===== src/rtl/pll_cfg_pkg.sv =====
// pll_cfg_pkg: shared types and helpers for the PLL ratio sequencer.
// Holds the FSM state enum, SPI frame bit positions and the frame builder.
package pll_cfg_pkg;

    typedef enum logic [2:0] {
        S_IDLE,
        S_TX_DIS,
        S_WAIT_DIS,
        S_TX_EN,
        S_WAIT_EN,
        S_WAIT_LOCK
    } state_e;

    localparam int READ_BIT  = 0;
    localparam int WRITE_BIT = 1;
    localparam int EN_BIT    = 2;
    localparam int RATIO_LSB = 3;
    localparam int RATIO_W   = 10;
    localparam int FIELD_W   = RATIO_LSB + RATIO_W;

    // Only the low FIELD_W bits carry content; the caller zero-extends.
    function automatic logic [FIELD_W-1:0] build_frame(
        input logic               pllen,
        input logic [RATIO_W-1:0] ratio
    );
        logic [FIELD_W-1:0] f;
        f                         = '0;
        f[READ_BIT]               = 1'b0;
        f[WRITE_BIT]              = 1'b1;
        f[EN_BIT]                 = pllen;
        f[RATIO_LSB +: RATIO_W]   = ratio;
        return f;
    endfunction

endpackage


===== src/rtl/pll_cfg_seq_lock_monitor.sv =====
// pll_lock_monitor: qualifies PLL lock and times out the lock wait.
// Ports: clk, rst (sync, active-high), clear, pll_lock -> locked, timeout.
module pll_lock_monitor #(
    parameter int LOCK_TIMEOUT = 4096,
    parameter int LOCK_STABLE  = 16
) (
    input  logic clk,
    input  logic rst,
    input  logic clear,
    input  logic pll_lock,
    output logic locked,
    output logic timeout
);

    localparam int SW = $clog2(LOCK_STABLE) + 1;
    localparam int TW = $clog2(LOCK_TIMEOUT) + 1;

    localparam logic [SW-1:0] STABLE_MAX = SW'(LOCK_STABLE);
    localparam logic [TW-1:0] TMO_MAX    = TW'(LOCK_TIMEOUT - 1);

    logic [SW-1:0] stable_q, stable_d;
    logic [TW-1:0] tmo_q, tmo_d;

    always_comb begin
        stable_d = stable_q;
        tmo_d    = tmo_q;
        if (clear || !pll_lock) begin
            stable_d = '0;
        end else if (stable_q != STABLE_MAX) begin
            stable_d = stable_q + 1'b1;
        end
        if (clear) begin
            tmo_d = '0;
        end else if (tmo_q != TMO_MAX) begin
            tmo_d = tmo_q + 1'b1;
        end
    end

    // The current high cycle counts toward the run, so lock is
    // qualified on the LOCK_STABLE-th consecutive high cycle.
    assign locked  = pll_lock && (stable_q >= STABLE_MAX - 1'b1);
    assign timeout = (tmo_q == TMO_MAX);

    always_ff @(posedge clk) begin
        if (rst) begin
            stable_q <= '0;
            tmo_q    <= '0;
        end else begin
            stable_q <= stable_d;
            tmo_q    <= tmo_d;
        end
    end

endmodule


===== src/rtl/pll_cfg_seq.sv =====
// pll_cfg_seq: reprograms the PLL ratio over SPI (disable, enable, lock).
// Ports: req_* request side, spi_* to the SPI master, pll_lock, status out.
module pll_cfg_seq
    import pll_cfg_pkg::*;
#(
    parameter int FRAME_W      = 512,
    parameter int LOCK_TIMEOUT = 4096,
    parameter int LOCK_STABLE  = 16,
    parameter int MAX_RETRY    = 3
) (
    input  logic               clk,
    input  logic               rst,
    input  logic               req_valid,
    input  logic [9:0]         req_ratio,
    output logic               req_ready,
    output logic [FRAME_W-1:0] spi_data,
    output logic               spi_start,
    input  logic               spi_finish,
    input  logic               pll_lock,
    output logic               busy,
    output logic               done,
    output logic               err,
    output logic [9:0]         cur_ratio
);

    localparam int RW = $clog2(MAX_RETRY) + 1;
    localparam logic [RW-1:0] RETRY_MAX = RW'(MAX_RETRY);

    state_e             state_q, state_d;
    logic [9:0]         ratio_q, ratio_d;
    logic [RW-1:0]      retry_q, retry_d;
    logic [FRAME_W-1:0] spi_data_q, spi_data_d;
    logic               spi_start_q, spi_start_d;
    logic               done_q, done_d;
    logic               err_q, err_d;
    logic [9:0]         cur_ratio_q, cur_ratio_d;

    logic               mon_clear;
    logic               locked;
    logic               timeout;

    // Counters run only while waiting for lock; every other state
    // holds them at zero so each attempt starts fresh.
    assign mon_clear = (state_q != S_WAIT_LOCK);

    pll_lock_monitor #(
        .LOCK_TIMEOUT (LOCK_TIMEOUT),
        .LOCK_STABLE  (LOCK_STABLE)
    ) u_mon (
        .clk      (clk),
        .rst      (rst),
        .clear    (mon_clear),
        .pll_lock (pll_lock),
        .locked   (locked),
        .timeout  (timeout)
    );

    always_comb begin
        state_d     = state_q;
        ratio_d     = ratio_q;
        retry_d     = retry_q;
        spi_data_d  = spi_data_q;
        spi_start_d = 1'b0;
        done_d      = 1'b0;
        err_d       = err_q;
        cur_ratio_d = cur_ratio_q;

        unique case (state_q)
            S_IDLE: begin
                if (req_valid) begin
                    if (req_ratio == 10'd0) begin
                        err_d = 1'b1;
                    end else begin
                        ratio_d = req_ratio;
                        err_d   = 1'b0;
                        retry_d = '0;
                        state_d = S_TX_DIS;
                    end
                end
            end
            S_TX_DIS: state_d = S_WAIT_DIS;
            S_WAIT_DIS: begin
                if (spi_finish) state_d = S_TX_EN;
            end
            S_TX_EN: state_d = S_WAIT_EN;
            S_WAIT_EN: begin
                if (spi_finish) state_d = S_WAIT_LOCK;
            end
            S_WAIT_LOCK: begin
                if (locked) begin
                    cur_ratio_d = ratio_q;
                    done_d      = 1'b1;
                    state_d     = S_IDLE;
                end else if (timeout) begin
                    if (retry_q < RETRY_MAX) begin
                        retry_d = retry_q + 1'b1;
                        state_d = S_TX_DIS;
                    end else begin
                        err_d   = 1'b1;
                        state_d = S_IDLE;
                    end
                end
            end
            default: state_d = S_IDLE;
        endcase

        // Frame and start are registered on entry to a TX state so
        // both are visible during that TX cycle.
        if (state_d == S_TX_DIS || state_d == S_TX_EN) begin
            spi_start_d = 1'b1;
            spi_data_d  = '0;
            spi_data_d[FIELD_W-1:0] =
                build_frame(state_d == S_TX_EN, ratio_d);
        end
    end

    always_ff @(posedge clk) begin
        if (rst) begin
            state_q     <= S_IDLE;
            ratio_q     <= '0;
            retry_q     <= '0;
            spi_data_q  <= '0;
            spi_start_q <= 1'b0;
            done_q      <= 1'b0;
            err_q       <= 1'b0;
            cur_ratio_q <= '0;
        end else begin
            state_q     <= state_d;
            ratio_q     <= ratio_d;
            retry_q     <= retry_d;
            spi_data_q  <= spi_data_d;
            spi_start_q <= spi_start_d;
            done_q      <= done_d;
            err_q       <= err_d;
            cur_ratio_q <= cur_ratio_d;
        end
    end

    assign req_ready = (state_q == S_IDLE);
    assign busy      = (state_q != S_IDLE);
    assign spi_data  = spi_data_q;
    assign spi_start = spi_start_q;
    assign done      = done_q;
    assign err       = err_q;
    assign cur_ratio = cur_ratio_q;

endmodule


===== config.mk =====
export PLATFORM = sky130hd
export DESIGN_NAME = pll_cfg_seq
export DESIGN_NICKNAME = d
export VERILOG_FILES = /design/src/rtl/pll_cfg_pkg.sv /design/src/rtl/pll_cfg_seq_lock_monitor.sv /design/src/rtl/pll_cfg_seq.sv
export SDC_FILE = /design/constraint.sdc
export NUM_CORES = 1
export LEC_CHECK = 0
export BUFFER_PORTS_ARGS = -buffer_cell sky130_fd_sc_hd__buf_2
export CAP_MARGIN = 25
export CORE_AREA = 2 2 211 213
export DETAILED_ROUTE_END_ITERATION = 10
export DIE_AREA = 0 0 213 215
export SLEW_MARGIN = 20
export SYNTH_ARGS = -nofsm -noshare
export SYNTH_HDL_FRONTEND = slang
export SYNTH_SLANG_ARGS = --single-unit

===== constraint.sdc =====
create_clock -name clk -period 3.7 [get_ports clk]
set_input_delay 0.37 -clock clk [delete_from_list [all_inputs] [get_ports clk]]
set_output_delay 0.37 -clock clk [all_outputs]
set_load 0.01 [all_outputs]

==> reports/results.md, run 1 <==
| Result | This run |
|:---|:---|
| Result of the run | complete, no violations |
| Power density over cell area | 367 nW/um2 |
| Final Hold Vio Count | 0 |
| Number of global-route vias before repair | 2089 |
| Syn Inst Count | 774 |
| Design Power | 2.02 mW |
| Final-report setup violation count | 0 |
| Number of nets in the layout | 830 |
| Initial core utilization | 14.3% |
| Worst-path clk slew | 50 ps |
| Area occupied by multi-input gates | 3060 um2 |
| Maximum fanout along the worst path | 14 |
| Post-CTS resize count | 0 |
| Max-slew violation total from the final report | 0 |
| Proportion of synthesized flip-flops having asynchronous set or reset | 0% |
| Peak per-stage delay on the critical path | 520 ps |
| Number of flops mapped to enable cells by yosys | 0 |
| Placeable core region | 43600 um2 |
| Max-cap violations | 0 |
| Skew final | 7.67 ps |
| Clk Tree Root Cell | sky130_fd_sc_hd__clkbuf_16 |
| Setup repair after global routing missed its margin | no |
| Number of input and output port buffers inserted | 41 |
| Length in cells of the worst reg-to-reg path | 8 |
| Site row count | 77 |
| Critical Setup Path Class | reg -> reg |
| Tot GR Track Use | 3.54% |
| Violation count after the first detailed-routing iteration | 76 |
| Top cell by count, worst path | sky130_fd_sc_hd__ha_1 |
| Slew at the pin closest to its max-slew limit | 603 ps |
| Cell Chain, Critical Path | ha_1 -> and3_1 -> ha_1 -> o21ai_1 -> o211ai_4 -> a21boi_2 -> a21o_1 -> a211oi_1 |
| Rel. slew slack | 59.6% |
| Area added between synthesis and finish | -11.7% |
| Sequential cell area fraction in the yosys report | 18.9% |
| FILL cells | 5047 |
| First-pass GRT wire length | 12100 um |
| Commonest non-fill, non-tap cells in the layout | 500 x sky130_fd_sc_hd__conb_1, 59 x sky130_fd_sc_hd__dfxtp_1, 41 x sky130_fd_sc_hd__buf_2, 40 x sky130_fd_sc_hd__nor2_1, 21 x sky130_fd_sc_hd__a21oi_1 |
| Number of buffer and inverter stages on the critical path | 0 |
| Critical path's top delay family | compound AO/OA/AOI/OAI gates |
| Clock latency at the later pin of the worst-skew pair | 330 ps |
| Pin count of the biggest net entering global routing | 28 |
| Length of the first detailed-routing pass in iterations | 4 |
| H-tree lvl count | 3 |
| Dominant synthesized flop cell | sky130_fd_sc_hd__dfxtp_1 |
| Hold Path Cell Cnt | 3 |
| Fraction of layout cells with a size suffix above 1 | 7.61% |
| Total of hold buffers inserted after clock tree synthesis | 0 |
| Antenna-violating nets left | 0 |
| Total overflow reported by the global router | 0 |
| Maximum ir drop on the vdd rail | 0.234 mV |
| Share of the cycle needed by the critical path after routing | 65.8% |
| Initial antenna violation count | 5 |
| Critical Path Start Type | flip-flop |
| Highest Clock Rate | 411 MHz |
| DIE WIDTH | 213 um |
| Post-synth cell types | 44 |
| Clock sink count | 59 |
| Routed wire per std cell | 6.82 um |
| Register Area | 1180 um2 |
| Hold Crit Class | in -> reg |
| Critical Path Slowest Stage Cell | sky130_fd_sc_hd__a21boi_2 |
| HPWL after DPL | 8100 um |
| Die height | 215 um |
| Placer Congestion | 0.746 |
| Crit path capture type | flip-flop |
| Via-per-instance ratio | 2.31 |
| Total clock buffers created by CTS | 9 |
| Mean area per synthesized cell | 8.06 um2 |
| Number of primary I/O pins | 542 |
| Buffers inserted by post-CTS timing repair | 0 |
| Setup_tns | 0 ps |
| Most common cell after layout, fill and taps aside | sky130_fd_sc_hd__conb_1 |
| Maximum root-to-sink buffer count | 2 |
| Total vias in the final route | 3258 |
| Flop and latch count out of synthesis | 59 |
| Post-synthesis instance area | 6240 um2 |
| Minimum period implied by the final worst setup slack | 2430 ps |
| CTS tree | yes |
| P_leak | 2.87 nW |
| Ys Warns | 0 |
| Arrival time of data at the critical path endpoint | 2620 ps |
| Number of gates on the worst path with buffers counted | 8 |
| Routed Wire Length | 9610 um |
| Drt drc | 0 |
| Die area | 45800 um2 |
| Crit path required time | 3880 ps |
## sequential cells by signal, indices dropped and copies added, names as in the netlist, 3 cells and up
register / count
cur_ratio: 10
ratio_q: 10
retry_q: 3
spi_data: 12
state_q: 3
u_mon.stable_q: 5
u_mon.tmo_q: 13
## through the flow
| step | util [%] | setup WS [ps] | hold slack [ps] | cell area, um2 | std cells |
|---|---|---|---|---|---|
| 2_1_floorplan | - | 1680 | 424 | 8110 | 1273 |
| 3_3_place_gp | 12.0 | 1300 | 433 | 5230 | 1391 |
| 3_5_place_dp | 12.0 | 1260 | 437 | 5230 | 1391 |
| 4_1_cts | 12.6 | 1260 | 342 | 5500 | 1407 |
| 5_1_grt | 12.6 | 956 | 371 | 5510 | 1408 |
| 6_report | 12.6 | 1270 | 352 | 5510 | 1408 |
## synthesized netlist by cell type, drive strengths merged (2+ instances only)
library cell / count / area share (%)
and3: 3 / 0.30
o21ai: 7 / 0.56
dfxtp: 59 / 19
and2: 2 / 0.20
nor2: 40 / 2.4
nor3b: 2 / 0.24
a21o: 2 / 0.24
nand4: 3 / 0.30
nor4bb: 2 / 0.32
mux2i: 7 / 1.1
nor4: 4 / 0.40
a21oi: 21 / 1.7
nand2: 19 / 1.1
ha: 5 / 1.0
inv: 11 / 0.66
buf: 509 / 61
xnor2: 10 / 1.4
clkbuf: 7 / 0.42
xor2: 2 / 0.28
a22oi: 6 / 0.72
and4: 2 / 0.28
a211oi: 21 / 2.6
nand3: 7 / 0.56
nor3: 7 / 0.74
## worst paths after layout
| path | startpoint | end | slack [ps] |
|---|---|---|---|
| worst min register to register | u_mon.tmo_q[12] | u_mon.tmo_q[12] | 440 |
| worst max register to register | u_mon.stable_q[1] | spi_data[10] | 1270 |
| worst min-delay path | req_ratio[5] | ratio_q[5] | 350 |
| worst max-delay path | u_mon.stable_q[1] | spi_data[10] | 1270 |
## worst register-to-register path, delay by kind of cell, from the launching register on
family          cells  cell delay, ps
fa+ha+maj           2             410
flops               1             340
simple gates        1             190
compound gates      5            1360
## routing by layer
layer / vias to the layer above / GRT usage (%) / share of wire, %
li1: 1561 / - / -
met4: 4 / 2.38 / 2.4
met5: - / 0 / 0.21
met2: 268 / 5.58 / 49
met3: 13 / 1.27 / 13
met1: 1412 / 3.99 / 35
## final cells by class
type                    count  area share (%)
diodes                      1          0.0454
clock buffers              11            4.41
clock inverters             5           0.523
inverters                  11           0.750
multi-input cells         687            55.5
flip-flops and latches     59            21.4
well taps                 592            13.5
repair buffers             42            3.86
## cell families after synthesis
family | count (synthesis) | synth area share (%)
AND/OR/NAND/NOR | 97 | 7.74
AO/OA/AOI/OAI | 66 | 7.36
multiplexers | 7 | 1.12
buffers and inverters | 527 | 62.1
other | 1 | 0.0601
adder cells (fa/ha/maj) | 5 | 1.00
flip-flops | 59 | 18.9
XOR/XNOR | 12 | 1.68
## where the power goes
| part | internal (mW) | total (mW) | switching (mW) |
|---|---|---|---|
| clock | 0.466 | 0.746 | 0.279 |
| sequential | 0.696 | 0.740 | 0.0443 |
| combinational | 0.120 | 0.536 | 0.416 |
| total | 1.28 | 2.02 | 0.739 |
Note: power is estimated with default switching activity, not from simulation.
==> run 2: changes to the inputs <==
CORE_AREA = 2 2 209 211   (was 2 2 211 213)
DIE_AREA = 0 0 211 213   (was 0 0 213 215)
clock period = 2.05 ns   (was 3.7 ns; I/O delays follow)
==> run 2 against run 1 <==
Net effect: wire length rose by 2.4%; combinational power grew 98%; sequential power rose by 80%; via count grew 2.9%; hold slack worse by 180 ps; non-clock buffer count increased by 19; global-route usage about the same; critical endpoint is now retry_q[0].
==> reports/results.md, run 2 (same netlist as run 1, synthesis figures left out) <==
| Result | This run | Delta |
|:---|:---|:---|
| Result of the run | complete, no violations |  |
| Placeable core region | 42700 um2 | -2.2% |
| Commonest non-fill, non-tap cells in the layout | 500 x sky130_fd_sc_hd__conb_1, 58 x sky130_fd_sc_hd__dfxtp_1, 41 x sky130_fd_sc_hd__buf_2, 40 x sky130_fd_sc_hd__nor2_1, 20 x sky130_fd_sc_hd__a21oi_1 |  |
| Final Hold Vio Count | 0 | unchanged |
| Tot GR Track Use | 3.56% | +0.022 points |
| Top reg by flops | u_mon.tmo_q |  |
| HPWL after DPL | 8370 um | +3.3% |
| Die area | 44900 um2 | -1.9% |
| Maximum ir drop on the vdd rail | 0.341 mV | +45% |
| Most common cell after layout, fill and taps aside | sky130_fd_sc_hd__conb_1 |  |
| Final-report setup violation count | 0 | unchanged |
| Design Area, Final | 5670 um2 | +2.9% |
| Antenna-violating nets left | 0 | unchanged |
| Crit path required time | 2310 ps | -1570 ps |
| Largest register FFs | 13 | unchanged |
| Final WS setup | 59.4 ps | -1210 ps |
| Routed wire per std cell | 7.12 um | +4.4% |
| Rel. slew slack | 59.3% | -0.34 points |
| Placer Congestion | 0.729 | -2.2% |
| Number of primary I/O pins | 542 | unchanged |
| Routed Wire Length | 9840 um | +2.4% |
| Place WS | -0.723 ps | -1260 ps |
| Number of nets in the layout | 849 | +2.3% |
| DIE WIDTH | 211 um | -0.94% |
| Via-per-instance ratio | 2.43 | +5.0% |
| Worst-path clk slew | 60 ps | about the same |
| Total of hold buffers inserted after clock tree synthesis | 0 | unchanged |
| Hold Path Cell Cnt | 3 | unchanged |
| Arrival time of data at the critical path endpoint | 2250 ps | -370 ps |
| Initial core utilization | 14.6% | +0.32 points |
| Initial antenna violation count | 3 | -2 |
| CTS tree | yes |  |
| Number of global-route vias before repair | 2192 | +4.9% |
| Length of the first detailed-routing pass in iterations | 4 | unchanged |
| Total vias in the final route | 3354 | +2.9% |
| Max-slew violation total from the final report | 0 | unchanged |
| Crit path capture type | flip-flop |  |
| Critical Path Start Type | flip-flop |  |
| Maximum root-to-sink buffer count | 2 | unchanged |
| Skew final | 8.34 ps | +0.665 ps |
| Buffers inserted by post-CTS timing repair | 0 | unchanged |
| Length in cells of the worst reg-to-reg path | 8 | unchanged |
| Share of the cycle needed by the critical path after routing | 97.1% | +31 points |
| Clock sink count | 59 | unchanged |
| Clock latency at the later pin of the worst-skew pair | 330 ps | about the same |
| Area added between synthesis and finish | -9.19% |  |
| Pin count of the biggest net entering global routing | 28 | unchanged |
| Hold Crit Class | in -> reg |  |
| Maximum fanout along the worst path | 3 | -11 |
| Violation count after the first detailed-routing iteration | 78 | +2.6% |
| First-pass GRT wire length | 12100 um | about the same |
| Clk Tree Root Cell | sky130_fd_sc_hd__clkbuf_16 |  |
| H-tree lvl count | 3 | unchanged |
| Critical Setup Path Class | reg -> reg |  |
| P_leak | 2.98 nW | +3.8% |
| Max-cap violations | 0 | unchanged |
| Highest Clock Rate | 502 MHz | +22% |
| Power density over cell area | 681 nW/um2 | +86% |
| Placed standard-cell area | 5330 um2 | +1.9% |
| Drt drc | 0 | unchanged |
| Minimum period implied by the final worst setup slack | 1990 ps | -443 ps |
| Die height | 213 um | -0.93% |
| Number of input and output port buffers inserted | 41 | unchanged |
| Total overflow reported by the global router | 0 | unchanged |
| Fraction of layout cells with a size suffix above 1 | 10.7% | +3.1 points |
| Site row count | 76 | -1.3% |
| Total clock buffers created by CTS | 9 | unchanged |
| Setup repair after global routing missed its margin | no |  |
| Slew at the pin closest to its max-slew limit | 606 ps | +3.94 ps |
==> run 2: critical path, stage by stage (launching register included) <==
cell and delay (ps):
sky130_fd_sc_hd__dfxtp_2 320, sky130_fd_sc_hd__ha_2 180, sky130_fd_sc_hd__and3_4 190, sky130_fd_sc_hd__ha_4 160, sky130_fd_sc_hd__o21ai_2 160, sky130_fd_sc_hd__o211ai_4 100
sky130_fd_sc_hd__a21bo_1 210, sky130_fd_sc_hd__or4_4 480, sky130_fd_sc_hd__a21oi_2 140
==> run 2: final timing paths <==
kind | startpoint | to | slack, ps
worst max register to register | u_mon.stable_q[0] | retry_q[0] | 60
worst min-delay path | req_ratio[6] | ratio_q[6] | 170
worst min register to register | u_mon.tmo_q[12] | u_mon.tmo_q[12] | 440
worst max-delay path | u_mon.stable_q[0] | retry_q[0] | 60
==> run 2: cell type report <==
cell class	count	area, um2
Fill cell	4908	37000
Multi-Input combinational cell	687	3090
Sequential cell	59	1180
Tap cell	546	683
Timing Repair Buffer	61	368
Clock buffer	10	229
Clock inverter	6	66.3
Inverter	11	41.3
Antenna cell	1	2.50
==> run 2: power breakdown <==
group | total, mW | switching, mW | internal (mW)
clock | 1.47 | 0.532 | 0.939
sequential | 1.33 | 0.0769 | 1.26
combinational | 1.06 | 0.778 | 0.279
==> run 2: layer usage <==
| layer | track usage (%) | share of wire, % | vias to the layer above |
|---|---|---|---|
| met5 | 0 | 0.24 | - |
| met4 | 2.55 | 2.2 | 4 |
| met3 | 1.03 | 10 | 13 |
| met2 | 5.84 | 52 | 264 |
| met1 | 3.97 | 35 | 1480 |
| li1 | - | - | 1593 |
==> run 2: per-stage QoR <==
stage	setup TNS, ps	util, %	hold WS, ps	power (mW)	std cells
2_1_floorplan	0	-	372	2.82	1273
3_3_place_gp	-17.4	12.5	440	2.39	1364
3_5_place_dp	-0.723	12.5	435	2.40	1364
4_1_cts	0	13.2	160	3.88	1380
5_1_grt	0	13.3	188	4.09	1380
6_report	0	13.3	172	3.86	1381
==> run 2: timing repair <==
action | in CTS | in global routing
setup endpoints to repair | 1 | 2
pin swaps | 0 | 5
endpoints found under the hold margin | 0 | 0
gates resized for setup | 1 | 8
==> run 3: changes to the inputs <==
RECOVER_POWER = 100   (was default)
==> run 3 against run 2 <==
Net effect: global-route usage is the same; combinational power about the same; utilization down 0.10 points; largest power group unchanged.
==> reports/results.md, run 3 (same netlist as run 1, synthesis figures left out) <==
| Result | This run | Delta |
|:---|:---|:---|
| DIE WIDTH | 211 um | unchanged |
| Total vias in the final route | 3377 | +0.69% |
| Final Hold Vio Count | 0 | unchanged |
| Fraction of layout cells with a size suffix above 1 | 7.31% | -3.4 points |
| Hold Crit Class | in -> reg |  |
| Share of the cycle needed by the critical path after routing | 96.9% | -0.17 points |
| Max-slew violation total from the final report | 0 | unchanged |
| H-tree lvl count | 3 | unchanged |
| Initial antenna violation count | 3 | unchanged |
| Die height | 213 um | unchanged |
| Antenna-violating nets left | 0 | unchanged |
| Largest register FFs | 13 | unchanged |
| Clock latency at the later pin of the worst-skew pair | 330 ps | about the same |
| Crit path required time | 2310 ps | about the same |
| Final core utilization | 13.2% | -0.10 points |
| Routed Wire Length | 9870 um | +0.29% |
| Length of the first detailed-routing pass in iterations | 5 | +1 |
| Setup repair after global routing missed its margin | no |  |
| Count of non-filler cells in the finished layout | 1381 | unchanged |
| Number of primary I/O pins | 542 | unchanged |
| R2R Setup Slk | 60 ps | about the same |
| Placeable core region | 42700 um2 | unchanged |
| P_leak | 2.86 nW | -3.9% |
| Placed standard-cell area | 5330 um2 | unchanged |
| Initial core utilization | 14.6% | unchanged |
| Total of hold buffers inserted after clock tree synthesis | 0 | unchanged |
| Drt drc | 0 | unchanged |
| Routed wire per std cell | 7.15 um | +0.29% |
| Design Area, Final | 5620 um2 | -0.75% |
| Critical Setup Path Class | reg -> reg |  |
| Critical Path Slowest Stage Cell | sky130_fd_sc_hd__or4_4 |  |
| Area added between synthesis and finish | -9.87% |  |
| Max-cap violations | 0 | unchanged |
| Critical Path Start Type | flip-flop |  |
| Setup_tns | 0 ps | unchanged |
| Rel. slew slack | 59.3% | about the same |
| Slew at the pin closest to its max-slew limit | 607 ps | +0.0840 ps |
| Tot GR Track Use | 3.56% | unchanged |
| Critical register-to-register path endpoint | retry_q[0] |  |
| Maximum fanout along the worst path | 3 | unchanged |
| Length in cells of the worst reg-to-reg path | 8 | unchanged |
| Crit path capture type | flip-flop |  |
| Maximum root-to-sink buffer count | 2 | unchanged |
| Violation count after the first detailed-routing iteration | 90 | +15% |
| Minimum period implied by the final worst setup slack | 1990 ps | -3.46 ps |
| Placed cell count | 1364 | unchanged |
| HPWL after DPL | 8370 um | unchanged |
| Number of input and output port buffers inserted | 41 | unchanged |
| Maximum ir drop on the vdd rail | 0.341 mV | +0.11% |
| CTS tree | yes |  |
| FF-to-FF Start | u_mon.stable_q[0] |  |
| Top reg by flops | u_mon.tmo_q |  |
| First-pass GRT wire length | 12100 um | unchanged |
| Buffers inserted by post-CTS timing repair | 0 | unchanged |
| Pin count of the biggest net entering global routing | 28 | unchanged |
| Site row count | 76 | unchanged |
| Die area | 44900 um2 | unchanged |
| Final-report setup violation count | 0 | unchanged |
| Total overflow reported by the global router | 0 | unchanged |
| Via-per-instance ratio | 2.45 | +0.69% |
| Placer Congestion | 0.729 | unchanged |
| Total clock buffers created by CTS | 9 | unchanged |
| Highest Clock Rate | 503 MHz | +0.17% |
| Peak per-stage delay on the critical path | 480 ps | about the same |
| Worst-path clk slew | 60 ps | about the same |
| Worst setup path endpoint | retry_q[0] |  |
| CP startpoint | u_mon.stable_q[0] |  |
| Clock sink count | 59 | unchanged |
| Power density over cell area | 683 nW/um2 | +0.28% |
| Result of the run | complete, no violations |  |
| Commonest non-fill, non-tap cells in the layout | 500 x sky130_fd_sc_hd__conb_1, 58 x sky130_fd_sc_hd__dfxtp_1, 40 x sky130_fd_sc_hd__nor2_1, 29 x sky130_fd_sc_hd__clkbuf_1, 20 x sky130_fd_sc_hd__a21oi_1 |  |
| Arrival time of data at the critical path endpoint | 2250 ps | about the same |
| Skew final | 8.09 ps | -0.248 ps |
| Most common cell after layout, fill and taps aside | sky130_fd_sc_hd__conb_1 |  |
| Clk Tree Root Cell | sky130_fd_sc_hd__clkbuf_16 |  |
| Cell Chain, Critical Path | ha_2 -> and3_4 -> ha_4 -> o21ai_2 -> o211ai_4 -> a21bo_1 -> or4_4 -> a21oi_2 |  |
| Number of nets in the layout | 849 | unchanged |
| Number of global-route vias before repair | 2192 | unchanged |
run 3: changes by cell type in the layout (fill, tap and decap cells not counted), sizes merged:
cell / before / now
buf: 61 / 33
clkbuf: 10 / 38
run 3: timing repair:
| item | in CTS | in global routing |
|---|---|---|
| pin swaps | 0 | 5 |
| endpoints found under the setup margin | 1 | 2 |
| resized for setup | 1 | 8 |
run 3: routing by layer:
metal | vias to the layer above | share of wire [%] | GRT usage, %
met3 | 13 | 10 | 1.03
met5 | - | 0.24 | 0
met4 | 4 | 2.2 | 2.55
met2 | 271 | 52 | 5.84
met1 | 1500 | 35 | 3.97
li1 | 1589 | - | -
run 3: cell type report:
class	count	area (um2)
multi-input combinational	687	3090
inverter	11	41.3
fill	4910	37100
sequential	59	1180
clock inverter	6	66.3
timing repair buffer	61	325
antenna	1	2.50
clock buffer	10	229
tap	546	683
run 3: how the worst min path moves through the flow:
stage	from	to	slack [ps]	cells past startpoint
2_1_floorplan	pll_lock	cur_ratio[0]	370	2
3_3_place_gp	u_mon.tmo_q[12]	u_mon.tmo_q[12]	440	1
3_5_place_dp	u_mon.tmo_q[12]	u_mon.tmo_q[12]	440	1
4_1_cts	req_ratio[6]	ratio_q[6]	160	3
5_1_grt	req_ratio[6]	ratio_q[6]	190	3
6_report	req_ratio[6]	ratio_q[6]	170	3
run 3: through the flow:
| step | power [mW] | hold slack, ps | setup WS [ps] |
|---|---|---|---|
| 2_1_floorplan | 2.82 | 372 | 29.6 |
| 3_3_place_gp | 2.39 | 440 | -17.4 |
| 3_5_place_dp | 2.40 | 435 | -0.723 |
| 4_1_cts | 3.88 | 160 | 28.9 |
| 5_1_grt | 4.07 | 188 | 3.51 |
| 6_report | 3.84 | 172 | 62.9 |
run 3: worst max-delay path, delay by kind of cell (launching register included):
| family | cells | cell delay [ps] |
|---|---|---|
| simple gates | 2 | 670 |
| flops | 1 | 320 |
| fa+ha+maj | 2 | 340 |
| compound gates | 4 | 600 |
run 3: where the power goes:
| group | leakage (nW) | internal (mW) | total, mW | switching [mW] |
|---|---|---|---|---|
| Clock | 0.135 | 0.939 | 1.47 | 0.532 |
| Sequential | 0.480 | 1.26 | 1.34 | 0.0796 |
| Combinational | 2.25 | 0.260 | 1.04 | 0.776 |
| Total | 2.86 | 2.45 | 3.84 | 1.39 |
